===== src/rtl/new_task_sender_pkg.sv =====
// ============================================================================
// OmpSsManager -- shared new-task protocol constants (ack codes, dest ids)
// Rev 1.0
// ============================================================================
`default_nettype none

package OmpSsManager;

    localparam int TASK_SEQ_ID_L = 32;
    localparam int TASK_SEQ_ID_H = 39;

    localparam logic [7:0] ACK_REJECT = 8'h00;
    localparam logic [7:0] ACK_OK     = 8'h01;
    localparam logic [7:0] ACK_FINAL  = 8'h02;

    localparam logic [4:0] HWR_DEPS_ID  = 5'd18;
    localparam logic [4:0] HWR_SCHED_ID = 5'd19;

endpackage

`default_nettype wire


===== src/rtl/new_task_sender.sv =====
// ============================================================================
// new_task_sender -- accelerator-side initiator: one request message out, one ack in
// Rev 1.0
// ============================================================================
`default_nettype none

module new_task_sender
    import OmpSsManager::*;
#(
    parameter int ACC_BITS = 4,
    parameter int ACC_ID   = 0,
    parameter int SEQ_BITS = TASK_SEQ_ID_H - TASK_SEQ_ID_L + 1
) (
    input  logic                clk,
    input  logic                rstn,
    input  logic                parent_valid,
    output logic                parent_ready,
    input  logic [63:0]         parent_tid,
    input  logic                req_valid,
    output logic                req_ready,
    input  logic                req_deps,
    input  logic [63:0]         req_header,
    input  logic                in_tvalid,
    output logic                in_tready,
    input  logic [63:0]         in_tdata,
    input  logic                in_tlast,
    output logic                outStream_tvalid,
    input  logic                outStream_tready,
    output logic [63:0]         outStream_tdata,
    output logic                outStream_tlast,
    output logic [ACC_BITS-1:0] outStream_tid,
    output logic [4:0]          outStream_tdest,
    input  logic                ack_tvalid,
    output logic                ack_tready,
    input  logic [63:0]         ack_tdata,
    input  logic                ack_tlast,
    output logic                rsp_valid,
    input  logic                rsp_ready,
    output logic [7:0]          rsp_code,
    output logic                final_mode
);

    localparam int SEQ_FIELD_W = TASK_SEQ_ID_H - TASK_SEQ_ID_L + 1;
    localparam logic [ACC_BITS-1:0] C_ACC_ID = ACC_BITS'(ACC_ID);

    typedef enum logic [2:0] {
        IDLE     = 3'd0,
        HEADER   = 3'd1,
        PTID     = 3'd2,
        PAYLOAD  = 3'd3,
        WAIT_ACK = 3'd4,
        RESPOND  = 3'd5
    } state_t;

    state_t                 r_state;
    state_t                 w_next;
    logic [SEQ_BITS-1:0]    r_seq;
    logic                   r_final;
    logic [63:0]            r_ptid;
    logic [63:0]            r_header;
    logic                   r_deps;
    logic [7:0]             r_ack_code;
    logic                   r_ack_first;
    logic [7:0]             r_rsp_code;

    logic                   w_idle;
    logic                   w_seq_sat;
    logic [7:0]             w_first_code;
    logic [SEQ_FIELD_W-1:0] w_seq_field;
    logic [63:0]            w_header_seq;
    logic                   w_unused;

    // Ready is held low while reset is asserted so nothing can be accepted then.
    assign w_idle       = (r_state == IDLE) && rstn;
    assign parent_ready = w_idle;
    // parent_valid wins; req_ready drops so a request is never seen as accepted
    assign req_ready    = w_idle && !parent_valid;

    assign w_seq_sat    = &r_seq;
    assign w_first_code = r_ack_first ? ack_tdata[7:0] : r_ack_code;

    assign outStream_tid   = C_ACC_ID;
    assign outStream_tdest = r_deps ? HWR_DEPS_ID : HWR_SCHED_ID;
    assign rsp_code        = r_rsp_code;
    assign final_mode      = r_final;

    assign w_unused = ^{ack_tdata[63:8], r_header[TASK_SEQ_ID_H:TASK_SEQ_ID_L]};

    always_comb begin
        w_seq_field                = '0;
        w_seq_field[SEQ_BITS-1:0]  = r_seq;
        w_header_seq               = r_header;
        w_header_seq[TASK_SEQ_ID_H:TASK_SEQ_ID_L] = w_seq_field;
    end

    always_ff @(posedge clk or negedge rstn) begin
        if (!rstn) begin
            r_state <= IDLE;
        end else begin
            r_state <= w_next;
        end
    end

    always_comb begin
        w_next           = r_state;
        outStream_tvalid = 1'b0;
        outStream_tdata  = '0;
        outStream_tlast  = 1'b0;
        in_tready        = 1'b0;
        ack_tready       = 1'b0;
        rsp_valid        = 1'b0;
        case (r_state)
            IDLE: begin
                if (!parent_valid && req_valid) begin
                    w_next = (r_final || w_seq_sat) ? RESPOND : HEADER;
                end
            end
            HEADER: begin
                outStream_tvalid = 1'b1;
                outStream_tdata  = w_header_seq;
                if (outStream_tready) w_next = PTID;
            end
            PTID: begin
                outStream_tvalid = 1'b1;
                outStream_tdata  = r_ptid;
                if (outStream_tready) w_next = PAYLOAD;
            end
            PAYLOAD: begin
                outStream_tvalid = in_tvalid;
                in_tready        = outStream_tready;
                outStream_tdata  = in_tdata;
                outStream_tlast  = in_tlast;
                if (in_tvalid && outStream_tready && in_tlast) w_next = WAIT_ACK;
            end
            WAIT_ACK: begin
                ack_tready = 1'b1;
                if (ack_tvalid && ack_tlast) w_next = RESPOND;
            end
            RESPOND: begin
                rsp_valid = 1'b1;
                if (rsp_ready) w_next = IDLE;
            end
            default: w_next = IDLE;
        endcase
    end

    always_ff @(posedge clk or negedge rstn) begin
        if (!rstn) begin
            r_seq       <= '0;
            r_final     <= 1'b0;
            r_ptid      <= '0;
            r_header    <= '0;
            r_deps      <= 1'b0;
            r_ack_code  <= '0;
            r_ack_first <= 1'b0;
            r_rsp_code  <= ACK_REJECT;
        end else begin
            case (r_state)
                IDLE: begin
                    if (parent_valid) begin
                        r_ptid  <= parent_tid;
                        r_seq   <= '0;
                        r_final <= 1'b0;
                    end else if (req_valid) begin
                        r_deps      <= req_deps;
                        r_header    <= req_header;
                        r_ack_first <= 1'b1;
                        if (r_final) begin
                            r_rsp_code <= ACK_FINAL;
                        end else if (w_seq_sat) begin
                            r_rsp_code <= ACK_REJECT;
                        end
                    end
                end
                WAIT_ACK: begin
                    if (ack_tvalid) begin
                        r_ack_first <= 1'b0;
                        if (r_ack_first) r_ack_code <= ack_tdata[7:0];
                        // Only the first beat's code counts; later beats are drained.
                        if (ack_tlast) begin
                            if (w_first_code == ACK_OK) begin
                                r_rsp_code <= ACK_OK;
                                if (!w_seq_sat) r_seq <= r_seq + 1'b1;
                            end else if (w_first_code == ACK_FINAL) begin
                                r_rsp_code <= ACK_FINAL;
                                r_final    <= 1'b1;
                            end else begin
                                r_rsp_code <= ACK_REJECT;
                            end
                        end
                    end
                end
                default: ;
            endcase
        end
    end

endmodule

`default_nettype wire


===== config.mk =====
export PLATFORM = sky130hd
export DESIGN_NAME = new_task_sender
export DESIGN_NICKNAME = d
export VERILOG_FILES = /design/src/rtl/new_task_sender_pkg.sv /design/src/rtl/new_task_sender.sv
export SDC_FILE = /design/constraint.sdc
export NUM_CORES = 1
export LEC_CHECK = 0
export BUFFER_PORTS_ARGS = -buffer_cell sky130_fd_sc_hd__buf_2
export CAP_MARGIN = 20
export CELL_PAD_IN_SITES_DETAIL_PLACEMENT = 0
export CELL_PAD_IN_SITES_GLOBAL_PLACEMENT = 2
export CORE_ASPECT_RATIO = 1.75
export CORE_MARGIN = 8
export CORE_UTILIZATION = 29
export DETAILED_ROUTE_END_ITERATION = 16
export MAX_ROUTING_LAYER = met4
export PLACE_DENSITY = 0.95
export SETUP_SLACK_MARGIN = 0.3
export SLEW_MARGIN = 20
export SYNTH_ARGS = -nofsm -noshare
export SYNTH_HDL_FRONTEND = slang
export SYNTH_SLANG_ARGS = --single-unit

===== constraint.sdc =====
create_clock -name clk -period 4.8 [get_ports clk]
set_input_delay 0.24 -clock clk [delete_from_list [all_inputs] [get_ports clk]]
set_output_delay 0.24 -clock clk [all_outputs]
set_load 0.05 [all_outputs]

==> flow_summary_export.csv <==
group,metric,value,unit
status,status,"complete, no violations",
synth,synth_cell_types,43,
pwr,leakagePower,5.366,nW
clock_network,cts_tree,"yes",
sta,final_hold_viol_count,0,
sta,finalClockSkew,0.007574,ns
setup_path,cp_top_family,"simple AND/OR/NAND/NOR gates",
routing,first_iter_violations,350,
setup_path,cp_cell_sequence,"nor2_4, buf_4, a22oi_1, nor2_1, buf_2",
place,dpl_cell_area,0.009086,sq mm
global_route,grt_max_degree,77,
routing,viasPerCell,4.795,
setup_path,cp-start-kind,"flop",
place,gp_congestion,0.7993,
clock_network,cts_sinks,144,
synth,yosysWarnings,0,
final_layout,utilization,41.04,%
sta,slew_violations,0,
routing,drtPass1Iterations,4,
synth,synthCells,768,
floorplanning,dieHeight,228.8,um
setup_path,critical_path_class,"reg -> out",
worst_hold_path,worstHoldPathType,"in -> reg",
setup_path,critPathBufInv,2,
synth,synth.area.top_cells,"dfrtp_1 48%, mux2_2 18%, nand2_1 10%",
synth,ys_seq_elements,144,
setup_path,slowest_stage,"nor2_4",
final_layout,nets,1367,
clock_network,numCtsBuffers,17,
sta,holdWs,0.03348,ns
sta,fmax,292.2,MHz
setup_path,crit_fanout,45,
clock_network,clock_tree.root_cell,"clkbuf_16",
floorplanning,io_pins,356,
global_route,gr-total-overflow,0,
clock_network,clock_latency,0.44,ns
setup_path,critPathRequiredTime,4.56,ns
clock_network,cts_setup_buffers,0,
global_route,grt_pass1_vias,7444,
synth,yosys.area.top_type,"dfrtp_1",
sta,fin_tns_setup,0,ns
routing,vias,6909,
clock_network,htreeDepth,4,
place,port_buffers,277,
synth,synth_top_area_share,48.03,%
routing,drt_wl_total,27370,um
pwr,p_per_area,697.7,mW/mm^2
global_route,grt_pass1_wl,41780,um
sta,rsz0062_at_grt,"false",
sta,setup_viol,0,
synth,netlist_area,0.007502,sq mm
floorplanning,initial_core_util,29.23,%
global_route,grt_usage,18.03,%
setup_path,arrival,3.18,ns
pwr,ir_worst_vdd,0.4966,mV
final_layout,postLayoutCellArea,0.01053,sq mm
synth,synth-main-ff-cell,"dfrtp_1",
sta,period_share,71.29,%
routing,drc,0,
sta,worst_slew_pin_slew,1.068,ns
routing,wl_per_cell,18.99,um
synth,ys_async_sr_fraction,100.0,%
clock_network,clk_transition_reported_paths,0.06,ns
sta,slew_headroom,28.79,%
final_layout,drive_gt1_share,40.92,%
synth,synth_edf_count,0,
place,dp_hpwl,18720,um
routing,antenna_left,0,
sta,timing.final.crit_period,3.422,ns
job,drv_cap,0,
final_layout,syn2layout_area_growth,40.41,%
floorplanning,row_count,78,
setup_path,end_kind,"output port",
synth,syn_area_per_cell,9.768,sq um
synth,seq_area_frac_synth,48.03,%
floorplanning,dieWidth,137.6,um
clock_network,cts.path.max_buffers,2,
setup_path,slowest_delay,0.89,ns
floorplanning,core_area,0.02567,sq mm
global_route,grt_antenna_before_repair,9,
floorplanning,dieArea,0.03148,sq mm
[power breakdown]
| part | internal (W) | total, W | switching, W |
|---|---|---|---|
| clock network | 0.000818 | 0.00135 | 0.000533 |
| registers | 0.00175 | 0.00218 | 0.000434 |
| logic | 0.00126 | 0.00382 | 0.00255 |
[per-layer routing]
| metal | routed length (um) | global-route usage (%) | vias up |
|---|---|---|---|
| met1 | 10650 | 19.71 | 3387 |
| met5 | 0 | - | - |
| met3 | 1385 | 4.159 | 36 |
| li1 | - | - | 3277 |
| met4 | 773 | 8.188 | 0 |
| met2 | 14560 | 30.14 | 209 |
[per-stage QoR]
stage          cells  total power, W  setup WS (ns)
6_report        1441        0.007350          1.378
5_1_grt         1441        0.007773          1.223
4_1_cts         1432        0.007439          1.330
3_5_place_dp    1317        0.005984          1.391
3_3_place_gp    1317        0.005932          1.426
2_1_floorplan    780        0.004982          1.976
[placed cells by master, fill, tap and decap left out, types with 2 or more instances in the layout]
cell type and count:
inv_1 6, mux2_4 8, nand3b_1 3, bufinv_16 2, or2_2 2, nor4_1 3, a21oi_1 4, o211ai_1 6
mux2_2 122, clkbuf_16 17, and4b_1 2, or4_1 2, a22oi_1 64, nand2b_1 3, clkbuf_8 4, nor3_1 4
clkinv_2 3, and4_1 3, o21ai_0 7, buf_2 276, nand3_1 11, conb_1 14, buf_4 8, and2_1 6
clkinvlp_4 3, nor2_1 71, dlygate4sd3_1 83, nor2_4 2, o31ai_1 3, nand2_1 204, nor3b_1 2, dfrtp_1 141
diode_2 9, dfrtp_2 2, clkbuf_1 2
[Yosys cell counts, types with 3 or more instances]
cell type	instances
mux2_4	8
clkbuf_1	28
buf_2	9
buf_1	14
buf_4	14
a21oi_1	4
nand3_1	11
and2_1	6
inv_1	6
a22oi_1	64
nand2_1	204
nor4_1	3
and4_1	3
buf_6	3
o211ai_1	6
mux2_2	122
o31ai_1	3
nor3_1	4
nand3b_1	3
nor2_1	73
nand2b_1	3
dfrtp_1	144
o21ai_0	7
[flip-flops by register name (all words and copies together) (netlist names)]
register,flops
final_mode,1
r_ack_code,8
r_ack_first,1
r_deps,1
r_header,56
r_ptid,64
r_seq,8
r_state,3
rsp_code,2
[path summary, 6_finish.rpt]
check	start	end	slack [ns]	cells after the start
max	r_state[0]	outStream_tdata[14]	1.38	5
min	req_header[22]	r_header[22]	0.03	2
max reg2reg	r_state[0]	r_ptid[47]	1.48	6
min reg2reg	r_ptid[1]	r_ptid[1]	0.47	2
max in group asynchronous	rstn	r_state[1]	2.81	3
min in group asynchronous	rstn	r_header[42]	0.43	2
[cells by family after synthesis]
group | share of synthesized area (%)
buffers and inverters | 4.853
adder cells (fa/ha/maj) | 0.1668
multiplexers | 20.05
other | 0.1001
flip-flops | 48.03
AO/OA/AOI/OAI | 8.956
AND/OR/NAND/NOR | 17.85
[what timing repair did]
action | in CTS | in global routing
gates resized for setup | 0 | 0
endpoints found under the hold margin | 156 | 0
endpoints found under the setup margin | 0 | 0
hold buffers | 83 | 0
[area by class of cell]
class	count	area, sq um
Antenna cell	9	22.52
Clock buffer	23	488.0
Clock inverter	9	106.4
Fill cell	2528	15130
Inverter	6	22.52
Multi-Input combinational cell	562	3601
Sequential cell	144	3610
Tap cell	320	400.4
Timing Repair Buffer	368	2283
No activity file was read; power rests on OpenSTA's default activity.
